$ cat src/rtl/mantis_pkg.sv
// mantis_pkg: shared widths and FSM state type for the MANTIS core arbiter
//   DATA_W : plaintext/ciphertext width
//   TW_W   : tweak width
//   KEY_W  : key width
//   state_t: arbiter FSM states
package mantis_pkg;
   localparam int DATA_W = 64;
   localparam int TW_W   = 64;
   localparam int KEY_W  = 128;
   typedef enum logic [1:0] {IDLE, ISSUE, WAIT, RESP} state_t;
endpackage

$ cat src/rtl/mantis_arbiter_if.sv
// mantis_arbiter_if: requester, response and cipher-core signals of the arbiter
//   req/req_data/req_tw/req_key : per-requester request level and operands (slice i)
//   grant                       : one-hot grant, operands captured at that edge
//   rsp_valid/rsp_id/rsp_data/rsp_err/rsp_ready : tagged response handshake
//   core_start/core_data/core_tw/core_key       : start pulse and latched operands to the core
//   core_busy/core_done/core_rdata              : core status, done pulse and ciphertext
//   master = arbiter side, slave = requester fabric and core side
interface mantis_arbiter_if #(parameter int N = 4);
   import mantis_pkg::*;
   logic [N-1:0]          req;
   logic [N*DATA_W-1:0]   req_data;
   logic [N*TW_W-1:0]     req_tw;
   logic [N*KEY_W-1:0]    req_key;
   logic [N-1:0]          grant;
   logic                  rsp_valid;
   logic [$clog2(N)-1:0]  rsp_id;
   logic [DATA_W-1:0]     rsp_data;
   logic                  rsp_err;
   logic                  rsp_ready;
   logic                  core_start;
   logic [DATA_W-1:0]     core_data;
   logic [TW_W-1:0]       core_tw;
   logic [KEY_W-1:0]      core_key;
   logic                  core_busy;
   logic                  core_done;
   logic [DATA_W-1:0]     core_rdata;
   modport master (
      input  req, req_data, req_tw, req_key, rsp_ready, core_busy, core_done, core_rdata,
      output grant, rsp_valid, rsp_id, rsp_data, rsp_err, core_start, core_data, core_tw, core_key
   );
   modport slave (
      output req, req_data, req_tw, req_key, rsp_ready, core_busy, core_done, core_rdata,
      input  grant, rsp_valid, rsp_id, rsp_data, rsp_err, core_start, core_data, core_tw, core_key
   );
endinterface

$ cat src/rtl/mantis_arbiter_rr_picker.sv
// rr_picker: combinational round-robin pick, searching from ptr+1 upward with wrap
//   req   : request vector
//   ptr   : index of the most recently served requester
//   grant : one-hot pick (zero when no request)
//   idx   : encoded pick (zero when no request)
module rr_picker #(
   parameter int N = 4
) (
   input  logic [N-1:0]         req,
   input  logic [$clog2(N)-1:0] ptr,
   output logic [N-1:0]         grant,
   output logic [$clog2(N)-1:0] idx
);
   localparam int IDW = $clog2(N);
   logic hit;
   int   j;
   // Walk from the farthest candidate to the nearest so the nearest hit wins.
   always_comb begin
      idx = '0;
      hit = 1'b0;
      j   = 0;
      for (int k = N; k > 0; k--) begin
         j = int'(ptr) + k;
         j = (j >= N) ? j - N : j;
         if (req[j]) begin
            idx = IDW'(j);
            hit = 1'b1;
         end
      end
   end
   assign grant = {N{hit}} & (N'(1) << idx);
endmodule

$ cat src/rtl/mantis_arbiter.sv
// mantis_arbiter: round-robin sharing of one MANTIS tweakable block-cipher core among N requesters
//   i_Clk   : clock
//   i_Reset : asynchronous active-low reset
//   bus     : requester operands/grant, tagged response handshake and core start/done handshake
//   N       : number of requesters (2..16)
//   TIMEOUT : cycles allowed in WAIT before an error response (>= 2)
module mantis_arbiter
   import mantis_pkg::*;
#(
   parameter int N       = 4,
   parameter int TIMEOUT = 64
) (
   input logic              i_Clk,
   input logic              i_Reset,
   mantis_arbiter_if.master bus
);
   localparam int IDW = $clog2(N);
   localparam int TMW = $clog2(TIMEOUT);
   localparam logic [TMW-1:0] T_LAST = TMW'(TIMEOUT - 1);
   localparam logic [TMW-1:0] T_MAX  = '1;
   state_t            state, state_nx;
   logic [IDW-1:0]    ptr, id, pick;
   logic [N-1:0]      pick_oh;
   logic [TMW-1:0]    timer;
   logic [DATA_W-1:0] op_data, rsp_data;
   logic [TW_W-1:0]   op_tw;
   logic [KEY_W-1:0]  op_key;
   logic              rsp_err;
   logic              any_req, timed_out;
   rr_picker #(.N(N)) u_pick (
      .req   (bus.req),
      .ptr   (ptr),
      .grant (pick_oh),
      .idx   (pick)
   );
   assign any_req   = |bus.req;
   assign timed_out = timer == T_LAST;
   assign bus.core_data = op_data;
   assign bus.core_tw   = op_tw;
   assign bus.core_key  = op_key;
   assign bus.rsp_id    = id;
   assign bus.rsp_data  = rsp_data;
   assign bus.rsp_err   = rsp_err;
   // core_busy is status only; the FSM relies solely on core_done and the watchdog.
   always_comb begin
      state_nx       = state;
      bus.grant      = '0;
      bus.core_start = 1'b0;
      bus.rsp_valid  = 1'b0;
      case (state)
         IDLE: begin
            state_nx  = any_req ? ISSUE : IDLE;
            bus.grant = pick_oh;
         end
         ISSUE: begin
            state_nx       = WAIT;
            bus.core_start = 1'b1;
         end
         WAIT:    state_nx = (bus.core_done || timed_out) ? RESP : WAIT;
         RESP: begin
            state_nx      = bus.rsp_ready ? IDLE : RESP;
            bus.rsp_valid = 1'b1;
         end
         default: state_nx = IDLE;
      endcase
   end
   always_ff @(posedge i_Clk or negedge i_Reset) begin
      if (!i_Reset) begin
         state    <= IDLE;
         ptr      <= IDW'(N - 1);
         id       <= '0;
         timer    <= '0;
         op_data  <= '0;
         op_tw    <= '0;
         op_key   <= '0;
         rsp_data <= '0;
         rsp_err  <= 1'b0;
      end else begin
         state <= state_nx;
         if (state == IDLE && any_req) begin
            id      <= pick;
            op_data <= bus.req_data[DATA_W*pick +: DATA_W];
            op_tw   <= bus.req_tw[TW_W*pick +: TW_W];
            op_key  <= bus.req_key[KEY_W*pick +: KEY_W];
         end
         if (state == ISSUE) timer <= '0;
         if (state == WAIT) begin
            timer <= (timer == T_MAX) ? timer : timer + TMW'(1);
            // A done pulse in the timeout cycle still delivers the real result.
            if (bus.core_done) begin
               rsp_data <= bus.core_rdata;
               rsp_err  <= 1'b0;
            end else if (timed_out) begin
               rsp_data <= '0;
               rsp_err  <= 1'b1;
            end
         end
         // Priority moves only on acceptance, so a timed-out requester also yields.
         if (state == RESP && bus.rsp_ready) ptr <= id;
      end
   end
endmodule

$ cat src/flat_wrapper.sv
// flat-port wrapper written by rule: the top's interface ports become plain ports
module mantis_arbiter_flat import mantis_pkg::*;
#(
   parameter int N       = 4,
   parameter int TIMEOUT = 64
)
  (i_Clk, i_Reset, bus_req, bus_req_data, bus_req_tw, bus_req_key, bus_rsp_ready, bus_core_busy, bus_core_done, bus_core_rdata, bus_grant, bus_rsp_valid, bus_rsp_id, bus_rsp_data, bus_rsp_err, bus_core_start, bus_core_data, bus_core_tw, bus_core_key);
  mantis_arbiter_if #(.N(N)) bus_i ();
  input logic i_Clk;
  input logic i_Reset;
  input wire logic [$bits(bus_i.req)-1:0] bus_req;
  input wire logic [$bits(bus_i.req_data)-1:0] bus_req_data;
  input wire logic [$bits(bus_i.req_tw)-1:0] bus_req_tw;
  input wire logic [$bits(bus_i.req_key)-1:0] bus_req_key;
  input wire logic [$bits(bus_i.rsp_ready)-1:0] bus_rsp_ready;
  input wire logic [$bits(bus_i.core_busy)-1:0] bus_core_busy;
  input wire logic [$bits(bus_i.core_done)-1:0] bus_core_done;
  input wire logic [$bits(bus_i.core_rdata)-1:0] bus_core_rdata;
  output wire logic [$bits(bus_i.grant)-1:0] bus_grant;
  output wire logic [$bits(bus_i.rsp_valid)-1:0] bus_rsp_valid;
  output wire logic [$bits(bus_i.rsp_id)-1:0] bus_rsp_id;
  output wire logic [$bits(bus_i.rsp_data)-1:0] bus_rsp_data;
  output wire logic [$bits(bus_i.rsp_err)-1:0] bus_rsp_err;
  output wire logic [$bits(bus_i.core_start)-1:0] bus_core_start;
  output wire logic [$bits(bus_i.core_data)-1:0] bus_core_data;
  output wire logic [$bits(bus_i.core_tw)-1:0] bus_core_tw;
  output wire logic [$bits(bus_i.core_key)-1:0] bus_core_key;
  assign bus_i.req = bus_req;
  assign bus_i.req_data = bus_req_data;
  assign bus_i.req_tw = bus_req_tw;
  assign bus_i.req_key = bus_req_key;
  assign bus_i.rsp_ready = bus_rsp_ready;
  assign bus_i.core_busy = bus_core_busy;
  assign bus_i.core_done = bus_core_done;
  assign bus_i.core_rdata = bus_core_rdata;
  assign bus_grant = bus_i.grant;
  assign bus_rsp_valid = bus_i.rsp_valid;
  assign bus_rsp_id = bus_i.rsp_id;
  assign bus_rsp_data = bus_i.rsp_data;
  assign bus_rsp_err = bus_i.rsp_err;
  assign bus_core_start = bus_i.core_start;
  assign bus_core_data = bus_i.core_data;
  assign bus_core_tw = bus_i.core_tw;
  assign bus_core_key = bus_i.core_key;
  mantis_arbiter #(.N(N), .TIMEOUT(TIMEOUT)) u_core (.i_Clk(i_Clk), .i_Reset(i_Reset), .bus(bus_i));
endmodule
$ cat config.mk
export PLATFORM = sky130hd
export DESIGN_NAME = mantis_arbiter_flat
export DESIGN_NICKNAME = d
export VERILOG_FILES = /design/src/rtl/mantis_pkg.sv /design/src/rtl/mantis_arbiter_if.sv /design/src/rtl/mantis_arbiter_rr_picker.sv /design/src/rtl/mantis_arbiter.sv /design/src/flat_wrapper.sv
export SDC_FILE = /design/constraint.sdc
export NUM_CORES = 1
export LEC_CHECK = 0
export ABC_AREA = 1
export CAP_MARGIN = 20
export CELL_PAD_IN_SITES_DETAIL_PLACEMENT = 0
export CELL_PAD_IN_SITES_GLOBAL_PLACEMENT = 1
export CORE_AREA = 2 2 557 559
export CTS_BUF_LIST = sky130_fd_sc_hd__clkbuf_8
export DETAILED_ROUTE_END_ITERATION = 8
export DIE_AREA = 0 0 559 561
export MAX_ROUTING_LAYER = met4
export PLACE_DENSITY_LB_ADDON = 0.1
export REMOVE_ABC_BUFFERS = 1
export SLEW_MARGIN = 20
export SYNTH_ARGS = -nofsm -noshare
export SYNTH_HDL_FRONTEND = slang
export SYNTH_SLANG_ARGS = --single-unit
$ cat constraint.sdc
create_clock -name i_Clk -period 2.1 [get_ports i_Clk]
set_clock_uncertainty 0.2 [all_clocks]
set_input_delay 0.21 -clock i_Clk [delete_from_list [all_inputs] [get_ports i_Clk]]
set_output_delay 0.21 -clock i_Clk [all_outputs]
set_load 0.05 [all_outputs]
Word-level counts from Yosys, hierarchy flattened
Index checks and enable logic that the tools add are counted.
- add/subtract/negate cells: 9
- $lt $le $gt $ge: 8
- equality and inequality tests: 5
- shifts and indexed selects: 4
- mux-type cells: 38
- bitwise logic cells: 1
- reduce and logical (&&, ||, !) cells: 9
- operator list (operator ; count):
    $shiftx 256x9->64 ; 2
    $shiftx 512x10->128 ; 1
    $lt 32x4->1 const B ; 4
    $mux 32 ; 4
    $mux 64 ; 2
    $ge 32x4->1 const B ; 1
    $sub 32x4->32 const B ; 1
    $mux 1 ; 18
    $mux 6 ; 3
    $sub 3x3->4 const B ; 3
    $mux 2 ; 5
    $ge 3x3->1 const B ; 3
    $bmux 1 s2 ; 4
    $pmux 2 s4 ; 1
    $add 2x2->3 const B ; 2
    $add 6x1->6 const B ; 1
    $eq 6x6->1 const B ; 1
    $add 2x3->4 const B ; 1
    $and 4x4->4 ; 1
    $eq 2x2->1 const B ; 2
    $mux 4 ; 1
    $reduce_and 2->1 ; 2
    $reduce_bool 2->1 ; 2
    $reduce_or 4->1 ; 1
    other kinds (7) ; 8
- flip-flop bits (word level): 333
- input port bits: 1097
- output and inout bits: 329
- logic and storage cells: 83

Logic depth before layout (Yosys ltp)
Gate-level depths: netlist of the first run.
- depth in word-level cells: 13
- gate-level depth with buffers: 18
- gate-level depth less buffers: 15

Hierarchy
A second synthesis of the first run with hierarchy kept.
- cell total of the unflattened synthesis: 3226
- area, all modules: 20622.3 µm²
- by module, submodules not included (module ; times used ; cells an instance ; area each (µm²) ; seq. area each (µm²)):
    mantis_arbiter ; 1 ; 3162 ; 20312.0 ; 8335.5
    rr_picker ; 1 ; 64 ; 310.3 ; 0.0

Worst setup path after synthesis of the first run
No wires, ideal clock.
- kind: reg2out
- from: reg u_core.ptr[0]
- to: out bus_grant[2]
- arrival time: 2.654 ns
- data required time: 1.690 ns
- path slack: -0.964 ns
- cell stages (with the launch flop): 13
- path buffers: 4
- cells stage by stage: dfstp_2 -> buf_6 -> nand2_1 -> o21ai_1 -> nand2_1 -> nand2_1 -> inv_2 -> nand3_1 -> buf_4 -> nand2_2 -> buf_2 -> buf_2 -> nor3_1
- longest elaborated chain between the ends: 13
- elaborated cells between the ends (all ways): 39
- those cells by class: add/sub: 8; order compare: 4; shift: 1; mux: 25; bitwise: 1
- RTL lines (element ; RTL line ; RTL):
    from (decl) ; mantis_arbiter.sv:22 ; logic [IDW-1:0] ptr, id, pick;
    from (signal assigned) ; mantis_arbiter.sv:70 ; ptr <= IDW'(N - 1);
    from (signal assigned) ; mantis_arbiter.sv:99 ; if (state == RESP && bus.rsp_ready) ptr <= id;
    $add 2x3->4 ; mantis_arbiter_rr_picker.sv:23 ; j = int'(ptr) + k;
    $sub 32x4->32 / $ge 32x4->1 (equally long branches) ; mantis_arbiter_rr_picker.sv:24 ; j = (j >= N) ? j - N : j;
    $mux 32 ; mantis_arbiter_rr_picker.sv:24 ;
    $bmux 1 s2 ; mantis_arbiter_rr_picker.sv:25 ; if (req[j]) begin
    $mux 1 (implied by the code) (2 in a row) ; mantis_arbiter_rr_picker.sv:25 ;
    $mux 2 (4 in a row) ; mantis_arbiter_rr_picker.sv:25 ;
    $shl 1x2->4 ; mantis_arbiter_rr_picker.sv:31 ; assign grant = {N{hit}} & (N'(1) << idx);
    $and 4x4->4 * ; mantis_arbiter_rr_picker.sv:31 ;
    $mux 4 * ; mantis_arbiter.sv:50 ; case (state)
    to (decl) ; flat_wrapper.sv:19 ; output wire logic [$bits(bus_i.grant)-1:0] bus_grant;
Every way passes the cells marked *; elsewhere a longest branch is shown, timed or not. The select of a mux whose other input is x is not followed.

Worst setup path after layout of the first run
- from: reg u_core.ptr[0]
- to: out bus_grant[0]
The elaborated chain is that of the path after synthesis.

==> impl_metrics.ini, run 1 <==
[global_routing]
grt_pass1_vias = 40300
antenna_found_initial = 96
grt_usage_pct = 14.7
grt_pass1_wl_mm = 319
grt_max_degree = 55
overflow = 0

[placed_design]
place_area_um2 = 45300
dp_slack_ns = -0.979
numPortBuffers = 1424
place_hpwl_mm = 178
globalplace.congestion = 0.798
placed_cells = 9691

[sta]
clock.fmax_ghz = 0.295
finalCriticalPeriod_ns = 3.39
final-max-slew-violation-count = 0
relSlewSlack_pct = 56.3
fin_ws_ns = -1.29
hold_viol = 0
tns_ns = -249.89
rsz0062_at_grt = yes
setup_viol = 330
holdWs_ns = 0.0787
period_share_pct = 161
worst_slew_pin_slew_ns = 0.654

[setup_path]
slowest_delay_ns = 0.56
cp_slowest_cell = dfstp_2
crit_chain = buf_12, inv_16, nand2_4, nand2_4, nand2_2, nand2_2, inv_2, nand2_4, nand2_8, nand2_8, buf_16, buf_16, buf_8, nor3_4, buf_6
reg2reg_depth = 20
crit_path_start = u_core.ptr[0]
crit_end = bus_grant[0]
path_max_fanout = 6
arrival_ns = 2.98
r2r_end = u_core.bus.core_key[46]
rrSetupSlack_ns = -1.04
critical_path_class = reg -> out
cp.required_ns = 1.69
worstSetupStartpointType = register
r2r_start = u_core.ptr[0]
endpoint_kind = primary output
critPathMostFrequentCell = nand2_4

[finish]
fin_area_um2 = 62300
multi_input_area_um2 = 13900
drive_gt1_share_pct = 17.4
seq_area_um2 = 8340
fillCellCount = 35000
layout.cells.non_filler = 11100
finish.utilization_pct = 20.3
nets = 7970
syn2layout_area_growth_pct = 156

[cts]
cts_buffer_depth = 4
h-tree-depth = 3
clk_latency_ns = 0.89
clock-sinks = 333
ctsRootBufferMaster = clkbuf_8
cts_tree = done
clk_pin_slew_ns = 0.06
cts-buffers-inserted = 90

[detailed_routing]
met3WireLength_mm = 15.3
vias_per_cell = 3.32
num_vias = 36900
wl_met1_mm = 101
drt_iter0_markers = 1609
wire_per_inst_um = 21.1
drtAntennaViolNets = 0
drt-pass1-iter-count = 5
wl_met2_mm = 114
route.detailed.drc = 0
drt-total-wl_mm = 235
routed.top_layer = met4

[synth]
synth_area_leaders = dfrtp_1 34%, nand2_1 32%, nand3_1 16%
synthAdderAreaFrac_pct = 0.0515
synth_area_um2 = 24300
synth_compound_area_share_pct = 2.65
syn_inst = 4132
yosys_warnings = 0
synth.top_cell.area_share_pct = 34.1
synthXorXnorAreaFrac_pct = 0.108
ys_seq_area_share_pct = 34.3
ys_types = 26
synth-simple-area-share_pct = 48.5
synth-seq-cells = 333
synth_area_per_cell_um2 = 5.89
yosysTopAreaCell = dfrtp_1
muxShareOfSynthArea_pct = 0
synth_top_family_by_area = simple AND/OR/NAND/NOR gates

[floorplan]
std_cell_rows = 204
core_region_area_um2 = 308000
die_h_um = 561
num_io_pins = 1426
dieArea_um2 = 314000
initial_core_util_pct = 7.91
die_x_um = 559

[status]
status = complete, but fails checks
violations = setup timing

[pwr]
power.total_mw = 114
p_leak_nw = 30.4
p_per_area_nw_per_um2 = 1840
worst_ir_drop_vdd_mv = 0.776

[flow_run]
maxCapViolations = 0

[min_path]
hold_path_class = in -> reg
-- how the worst min path moves through the flow --
stage / slack [ns] / depth (start not counted) / startpoint / to
2_1_floorplan: -0.29 / 0 / i_Reset / u_core.bus.core_data[0]
3_3_place_gp: -0.1 / 1 / i_Reset / u_core.bus.core_key[39]
3_5_place_dp: -0.08 / 1 / i_Reset / u_core.bus.core_key[39]
4_1_cts: 0.0001 / 7 / bus_req_tw[202] / u_core.bus.core_tw[10]
5_1_grt: 0.01 / 7 / bus_req_key[297] / u_core.bus.core_key[41]
6_report: 0.08 / 7 / bus_req_key[297] / u_core.bus.core_key[41]
-- cell families after synthesis --
| logic type | after synthesis |
|---|---|
| adders and majority gates | 1 |
| DFF | 333 |
| AOI/OAI and AO/OA | 79 |
| and+or+nand+nor | 2881 |
| xor gates and xnor gates | 3 |
| buffers and inverters | 835 |
-- sequential cells by signal, summed over array words and instances (netlist names) --
| signal | flops |
|---|---|
| u_core.bus.core_key | 128 |
| u_core.state | 2 |
| u_core.bus.rsp_err | 1 |
| u_core.bus.core_data | 64 |
| u_core.bus.core_tw | 64 |
| u_core.ptr | 2 |
| u_core.bus.rsp_id | 2 |
| u_core.bus.rsp_data | 64 |
| u_core.timer | 6 |
-- routing by layer --
layer / up-vias / global-route usage [%]
met5: - / -
met4: 0 / 2.52
met3: 194 / 4.15
met2: 1092 / 25.1
met1: 17300 / 17.1
li1: 18300 / -
-- power breakdown --
| group | internal [mW] | switching, mW | total (mW) |
|---|---|---|---|
| Sequential | 9.59 | 1.89 | 11.5 |
| Combinational | 37.6 | 55.8 | 93.4 |
| Clock | 5.35 | 4.17 | 9.52 |
-- area by class of cell --
type                            instances  share of cell area [%]
Sequential cell                       333                    13.4
Multi-Input combinational cell       2964                    22.2
Inverter                              538                    3.30
Tap cell                             4120                    8.27
Clock inverter                         44                   0.544
Antenna cell                           80                   0.321
Timing Repair Buffer                 2945                    49.5
Clock buffer                          111                    2.45
-- what timing repair did --
item	CTS	global route
hold endpoints to repair	655	2
gates resized for setup	210	364
setup endpoints to repair	343	337
buffers inserted	62	59
pin swaps	29	94
gates cloned	27	26
hold buffers	1047	2
-- Yosys cell counts --
master / n
inv_4: 1
ha_1: 1
xnor2_1: 1
nor4_1: 1
buf_6: 24
dfrtp_1: 331
a22o_1: 65
a21oi_1: 2
nand3_1: 774
clkbuf_1: 133
o211ai_1: 1
nor2_1: 9
nand4_1: 1
o21ai_1: 1
o21ai_0: 8
buf_4: 14
dfstp_2: 2
xor2_1: 2
inv_2: 4
o22ai_1: 2
nor3_1: 3
buf_1: 21
inv_1: 533
nand2_2: 3
nand2_1: 2090
buf_2: 105
-- worst max-delay path, delay by kind of cell, from the launching register on --
| kind | cells | cell delay (ns) |
|---|---|---|
| buffers and inverters | 7 | 0.89 |
| flip-flops | 1 | 0.56 |
| AND/OR/NAND/NOR | 8 | 0.59 |
-- placed cells by master, fill, tap and decap left out, drive strengths merged, types with 10 or more instances in the layout --
master,Yosys,final
bufbuf,0,11
nand3,774,774
dlygate4sd3,0,1048
buf,164,703
a22o,65,65
dfrtp,331,331
nand2,2093,2093
clkbuf,133,135
clkinv,0,10
diode,0,80
inv,538,564
clkdlybuf4s50,0,1159
Note: power is estimated with default switching activity, not from simulation.
==> inputs of run 2 (changes only) <==
--- a/config.mk
+++ b/config.mk
@@ -6,13 +6,13 @@
 export NUM_CORES = 1
 export LEC_CHECK = 0
 export ABC_AREA = 1
-export CAP_MARGIN = 20
+export CAP_MARGIN = 0
 export CELL_PAD_IN_SITES_DETAIL_PLACEMENT = 0
 export CELL_PAD_IN_SITES_GLOBAL_PLACEMENT = 1
-export CORE_AREA = 2 2 557 559
-export CTS_BUF_LIST = sky130_fd_sc_hd__clkbuf_8
+export CORE_AREA = 2 2 553 555
+export CTS_BUF_LIST = sky130_fd_sc_hd__clkbuf_4 sky130_fd_sc_hd__clkbuf_8 sky130_fd_sc_hd__clkbuf_16
 export DETAILED_ROUTE_END_ITERATION = 8
-export DIE_AREA = 0 0 559 561
+export DIE_AREA = 0 0 555 557
 export MAX_ROUTING_LAYER = met4
 export PLACE_DENSITY_LB_ADDON = 0.1
 export REMOVE_ABC_BUFFERS = 1
==> run 2 against run 1 <==
Clock power grew 0.7%. Sequential power about the same. Routed wire length decreased by 2.5%. Combinational power is 6.9% lower. Utilization down 3.0 points. The run still ends with setup timing left. Design area is 16% lower. Final cell count is 9.4% lower. Global-route usage about the same. Flip-flop and latch count did not move. Sequential share of layout area up 2.5 points.
==> impl_metrics.ini, run 2 (synthesized netlist as in run 1, its figures left out) <==
[status]
status = complete, but fails checks
violations = setup timing

[placed_design]
place_hpwl_mm = 181
numPortBuffers = 1424
globalplace.congestion = 0.787
placed_cells = 9554

[finish]
layout_commonest_cell = nand2_1
layout.cells.non_filler = 10100
final_cell_mix = 1964 x nand2_1, 1149 x clkdlybuf4s50_1, 750 x nand3_1, 531 x inv_1, 472 x buf_4
syn2layout_area_growth_pct = 116
drive_gt1_share_pct = 15.8
finish.utilization_pct = 17.3
nets = 7081
largest_register_ffs = 128

[detailed_routing]
vias_per_cell = 3.31
drtAntennaViolNets = 0
drt-pass1-iter-count = 5
route.detailed.drc = 0
num_vias = 33400
wire_per_inst_um = 22.7
drt_iter0_markers = 1595
drt-total-wl_mm = 229

[setup_path]
r2r_start = u_core.ptr[1]
critical_path_class = reg -> out
cp.required_ns = 1.69
arrival_ns = 2.80
slowest_delay_ns = 0.61
r2r_end = u_core.bus.core_tw[17]
path_max_fanout = 5
rrSetupSlack_ns = -0.95
crit_chain = inv_2, nand2_1, nand2_4, nand2_2, nand2_4, nand2_4, buf_6, nand2_4, nand2_8, nand2_8, buf_12, buf_12, nor3_4, buf_6, buf_12
cp_slowest_cell = dfstp_2
endpoint_kind = primary output
critPathMostFrequentCell = nand2_4
reg2reg_depth = 18
worstSetupStartpointType = register

[cts]
clk_pin_slew_ns = 0.06
ctsRootBufferMaster = clkbuf_16
cts_tree = done
clk_latency_ns = 0.71
cts-buffers-inserted = 54
clock-sinks = 333
h-tree-depth = 2
cts_buffer_depth = 3

[sta]
finalCriticalPeriod_ns = 3.21
clock.fmax_ghz = 0.311
final-max-slew-violation-count = 0
hold_viol = 0
relSlewSlack_pct = 58.8
period_share_pct = 153
fin_ws_ns = -1.11
worst_slew_pin_slew_ns = 0.615
setup_viol = 317
rsz0062_at_grt = yes

[global_routing]
grt_usage_pct = 14.7
grt_pass1_vias = 35800
grt_pass1_wl_mm = 306
antenna_found_initial = 88
overflow = 0
grt_max_degree = 54

[floorplan]
die_x_um = 555
dieArea_um2 = 309000
core_region_area_um2 = 304000
initial_core_util_pct = 8.00
std_cell_rows = 203
num_io_pins = 1426
die_h_um = 557

[pwr]
worst_ir_drop_vdd_mv = 0.664
power.total_mw = 108
p_per_area_nw_per_um2 = 2060
p_int_mw = 48.8
p_switching_mw = 59.3
p_leak_nw = 26.2
p_comb_share_pct = 80.5
p_seq_share_pct = 10.6
power.clock.fraction_pct = 8.9
switching_share_pct = 54.8

[min_path]
min_to = u_core.bus.core_key[98]
hold_path_class = in -> reg
hold-path-cell-count = 7
worstHoldStart = bus_req_key[226]

[flow_run]
maxCapViolations = 0
## run 2: cell types whose count changed in the layout (fill, tap and decap cells not counted), sizes merged
cell           previous run  this run
buf                     703       678
bufbuf                   11         9
bufinv                    5         1
clkbuf                  135        83
clkdlybuf4s50          1159      1149
clkinvlp                  3         1
diode                    80        70
dlygate4sd3            1048       255
inv                     564       539
## run 2: metrics by stage
step	setup TNS [ns]	setup WS [ns]	hold WS [ns]	area (um^2)
finish	-225.09	-1.11	0.0721	52500
global route	-275.45	-1.29	0.0453	52500
CTS	-258.33	-1.32	0.0000494	51800
global placement	-215.34	-1.17	0.0453	44800
floorplan	-5457.65	-21.07	-0.286	22800
detailed placement	-210.81	-1.09	0.0443	44800
## run 2: metal layers
metal | vias to the layer above | wire length (um) | global-route usage (%)
met3 | 171 | 16800 | 4.63
met5 | - | 0 | -
met1 | 15600 | 97000 | 17.1
li1 | 16500 | - | -
met4 | 0 | 6030 | 3.90
met2 | 1157 | 109000 | 24.3
## run 2: worst max path at each step
stage / from / end / slack (ns)
2_1_floorplan: u_core.ptr[0] / bus_grant[2] / -21.07
3_3_place_gp: bus_req[1] / bus_grant[0] / -1.17
3_5_place_dp: bus_req[1] / bus_grant[0] / -1.09
4_1_cts: u_core.ptr[0] / bus_grant[0] / -1.32
5_1_grt: u_core.ptr[0] / bus_grant[0] / -1.29
6_report: u_core.ptr[1] / bus_grant[0] / -1.11
## run 2: power by group through the flow
stage | Clock (mW) | Sequential, mW | Combinational, mW
2_1_floorplan | 0 | 21.3 | 11.2
3_3_place_gp | 0 | 11.6 | 75.1
3_5_place_dp | 0 | 11.6 | 74.5
4_1_cts | 10.2 | 11.6 | 89.0
5_1_grt | 10.4 | 11.9 | 94.9
6_report | 9.59 | 11.5 | 87.0
## run 2: timing repair
item	in CTS	in global routing
hold buffers	256	0
buffers inserted	71	17
pin swaps	29	30
hold endpoints to repair	503	0
gates cloned	31	1
gates resized for setup	268	115
endpoints found under the setup margin	319	319
## run 2: critical path, delay by kind of cell, from the launching register on
kind | cells | cell delay, ns
flops | 1 | 0.61
simple gates | 9 | 0.75
buf+inv | 6 | 0.71
## run 2: cell type report
class	instances	area, um^2
clock buffer	82	1660
timing repair buffer	2092	21900
inverter	538	2060
tap	3997	5000
multi-input combinational	2964	13200
fill	34900	252000
clock inverter	13	161
sequential	333	8340
antenna	70	175
==> inputs of run 3 (changes only) <==
--- a/config.mk
+++ b/config.mk
@@ -6,13 +6,12 @@
 export NUM_CORES = 1
 export LEC_CHECK = 0
 export ABC_AREA = 1
-export CAP_MARGIN = 0
 export CELL_PAD_IN_SITES_DETAIL_PLACEMENT = 0
 export CELL_PAD_IN_SITES_GLOBAL_PLACEMENT = 1
-export CORE_AREA = 2 2 553 555
+export CORE_AREA = 4 4 555 557
 export CTS_BUF_LIST = sky130_fd_sc_hd__clkbuf_4 sky130_fd_sc_hd__clkbuf_8 sky130_fd_sc_hd__clkbuf_16
 export DETAILED_ROUTE_END_ITERATION = 8
-export DIE_AREA = 0 0 555 557
+export DIE_AREA = 0 0 559 561
 export MAX_ROUTING_LAYER = met4
 export PLACE_DENSITY_LB_ADDON = 0.1
 export REMOVE_ABC_BUFFERS = 1
==> run 3 against run 2 <==
The run still ends with setup timing left. First-iteration DRC count decreased by 0.63%. Utilization increased by 0.20 points. Worst setup slack improved by 0.058 ns. Clock-buffer cell count decreased by 5. Sequential power about the same. Clock power increased by 6%. Critical path type unchanged. Highest routed layer unchanged.
==> impl_metrics.ini, run 3 (synthesized netlist as in run 1, its figures left out) <==
[cts]
clk_pin_slew_ns = 0.06
cts-buffers-inserted = 55
clock-sinks = 333
cts_buffer_depth = 3
cts_tree = done
ctsRootBufferMaster = clkbuf_16
clk_latency_ns = 0.71
h-tree-depth = 2

[sta]
hold_viol = 0
relSlewSlack_pct = 58.7
rsz0062_at_grt = yes
clock.fmax_ghz = 0.317
holdWs_ns = 0.0811
setup_viol = 319
worst_slew_pin_slew_ns = 0.618
final-max-slew-violation-count = 0
period_share_pct = 150
finalCriticalPeriod_ns = 3.15
fin_ws_ns = -1.05

[pwr]
p_comb_share_pct = 80.2
switching_share_pct = 54.7
worst_ir_drop_vdd_mv = 0.945
p_int_mw = 49.7
p_seq_share_pct = 10.6
p_per_area_nw_per_um2 = 2080
power.clock.fraction_pct = 9.3
p_switching_mw = 60.1
p_leak_nw = 26.4

[detailed_routing]
num_vias = 33400
drt_iter0_markers = 1585
vias_per_cell = 3.31
wire_per_inst_um = 23.3
route.detailed.drc = 0
drt-total-wl_mm = 235
drt-pass1-iter-count = 7
drtAntennaViolNets = 0

[setup_path]
path_max_fanout = 7
path_buf_inv = 5
path_depth = 11
endpoint_kind = primary output
critPathMostFrequentCell = buf_12
r2r_start = u_core.ptr[0]
crit_end = bus_grant[0]
arrival_ns = 2.74
critical_path_class = reg -> out
slowest_delay_ns = 0.55
rrSetupSlack_ns = -0.79
cp_slowest_cell = dfstp_2
critPathTopFamily = buffers and inverters
cp.required_ns = 1.69
reg2reg_depth = 18
r2r_end = u_core.bus.core_key[103]
crit_chain = buf_12, nand2_1, o21ai_2, nand2_2, buf_6, nand4_1, nand2_8, buf_12, buf_16, nor3_4, buf_12
worstSetupStartpointType = register
crit_path_start = u_core.ptr[0]

[finish]
layout_commonest_cell = nand2_1
nets = 7105
fillCellCount = 34700
layout.cells.non_filler = 10100
syn2layout_area_growth_pct = 117
largest_register_ffs = 128
fin_area_um2 = 52800
finish.utilization_pct = 17.5
final_cell_mix = 1991 x nand2_1, 1151 x clkdlybuf4s50_1, 739 x nand3_1, 531 x inv_1, 480 x buf_4
drive_gt1_share_pct = 15.6

[placed_design]
dp_slack_ns = -0.998
place_area_um2 = 44800
globalplace.congestion = 0.818
numPortBuffers = 1424
place_hpwl_mm = 182
placed_cells = 9543

[floorplan]
std_cell_rows = 202
core_region_area_um2 = 303000
die_h_um = 561
die_x_um = 559
num_io_pins = 1426
dieArea_um2 = 314000
initial_core_util_pct = 8.04

[min_path]
hold_path_class = in -> reg

[flow_run]
maxCapViolations = 0

[status]
violations = setup timing
status = complete, but fails checks

[global_routing]
grt_pass1_vias = 36700
grt_max_degree = 61
overflow = 0
grt_pass1_wl_mm = 317
grt_usage_pct = 14.8
antenna_found_initial = 89
[run 3: cell count changes in the layout (fill, tap and decap cells not counted), sizes merged, moves of 2 or more]
cell and delta:
diode -4, buf -3, dlygate4sd3 +21, bufinv +4, clkinvlp +2, clkdlybuf4s50 +2, clkinv +6
[run 3: layout make-up]
type	count	area, um^2	area share [%]
timing repair buffer	2115	22300	42.2
multi-input combinational	2964	13100	24.7
inverter	538	2050	3.88
clock buffer	77	1620	3.07
tap	3978	4980	9.42
antenna	66	165	0.313
sequential	333	8340	15.8
clock inverter	26	335	0.635
[run 3: how the worst min path moves through the flow]
stage                      from                 endpoint  slack (ns)  cells past startpoint
5_1_grt         bus_req_tw[159]   u_core.bus.core_tw[31]        0.04                      7
6_report       bus_req_key[188]  u_core.bus.core_key[60]        0.08                      7
4_1_cts        bus_req_key[385]   u_core.bus.core_key[1]     0.00005                      7
3_5_place_dp            i_Reset  u_core.bus.core_key[66]       -0.01                      1
2_1_floorplan           i_Reset  u_core.bus.core_data[0]       -0.29                      0
3_3_place_gp            i_Reset  u_core.bus.core_key[66]      -0.002                      1
[run 3: through the flow]
stage / TNS (ns) / power (mW)
4_1_cts: -202.05 / 111
2_1_floorplan: -5457.65 / 32.5
3_3_place_gp: -219.26 / 87.0
3_5_place_dp: -212.80 / 86.4
6_report: -184.20 / 110
5_1_grt: -229.74 / 119
[run 3: tightest hold or removal path: cells and delay by family]
family                 cells  cell delay [ns]
buffers and inverters      2             0.47
AND/OR/NAND/NOR            5             0.27
[run 3: routing by layer]
| metal | GRT usage (%) | wire length [um] | vias to the layer above |
|---|---|---|---|
| met3 | 4.18 | 15100 | 119 |
| li1 | - | - | 16500 |
| met5 | - | 0 | - |
| met1 | 17.6 | 102000 | 15700 |
| met4 | 1.77 | 2750 | 0 |
| met2 | 25.5 | 115000 | 1065 |
[run 3: power by group through the flow]
stage,clock (mW),sequential [mW],combinational [mW]
global route,11.0,12.0,96.2
finish,10.2,11.6,88.1
floorplan,0,21.3,11.2
detailed placement,0,11.7,74.7
global placement,0,11.7,75.3
CTS,10.8,11.7,88.8
[run 3: timing repair]
action                                  in CTS  in global routing
setup buffers                               44                 20
endpoints found under the hold margin      514                  0
resized for setup                          220                119
endpoints found under the setup margin     321                325
hold buffers                               277                  0
pin swaps                                   21                 20
cloned                                      42                  5
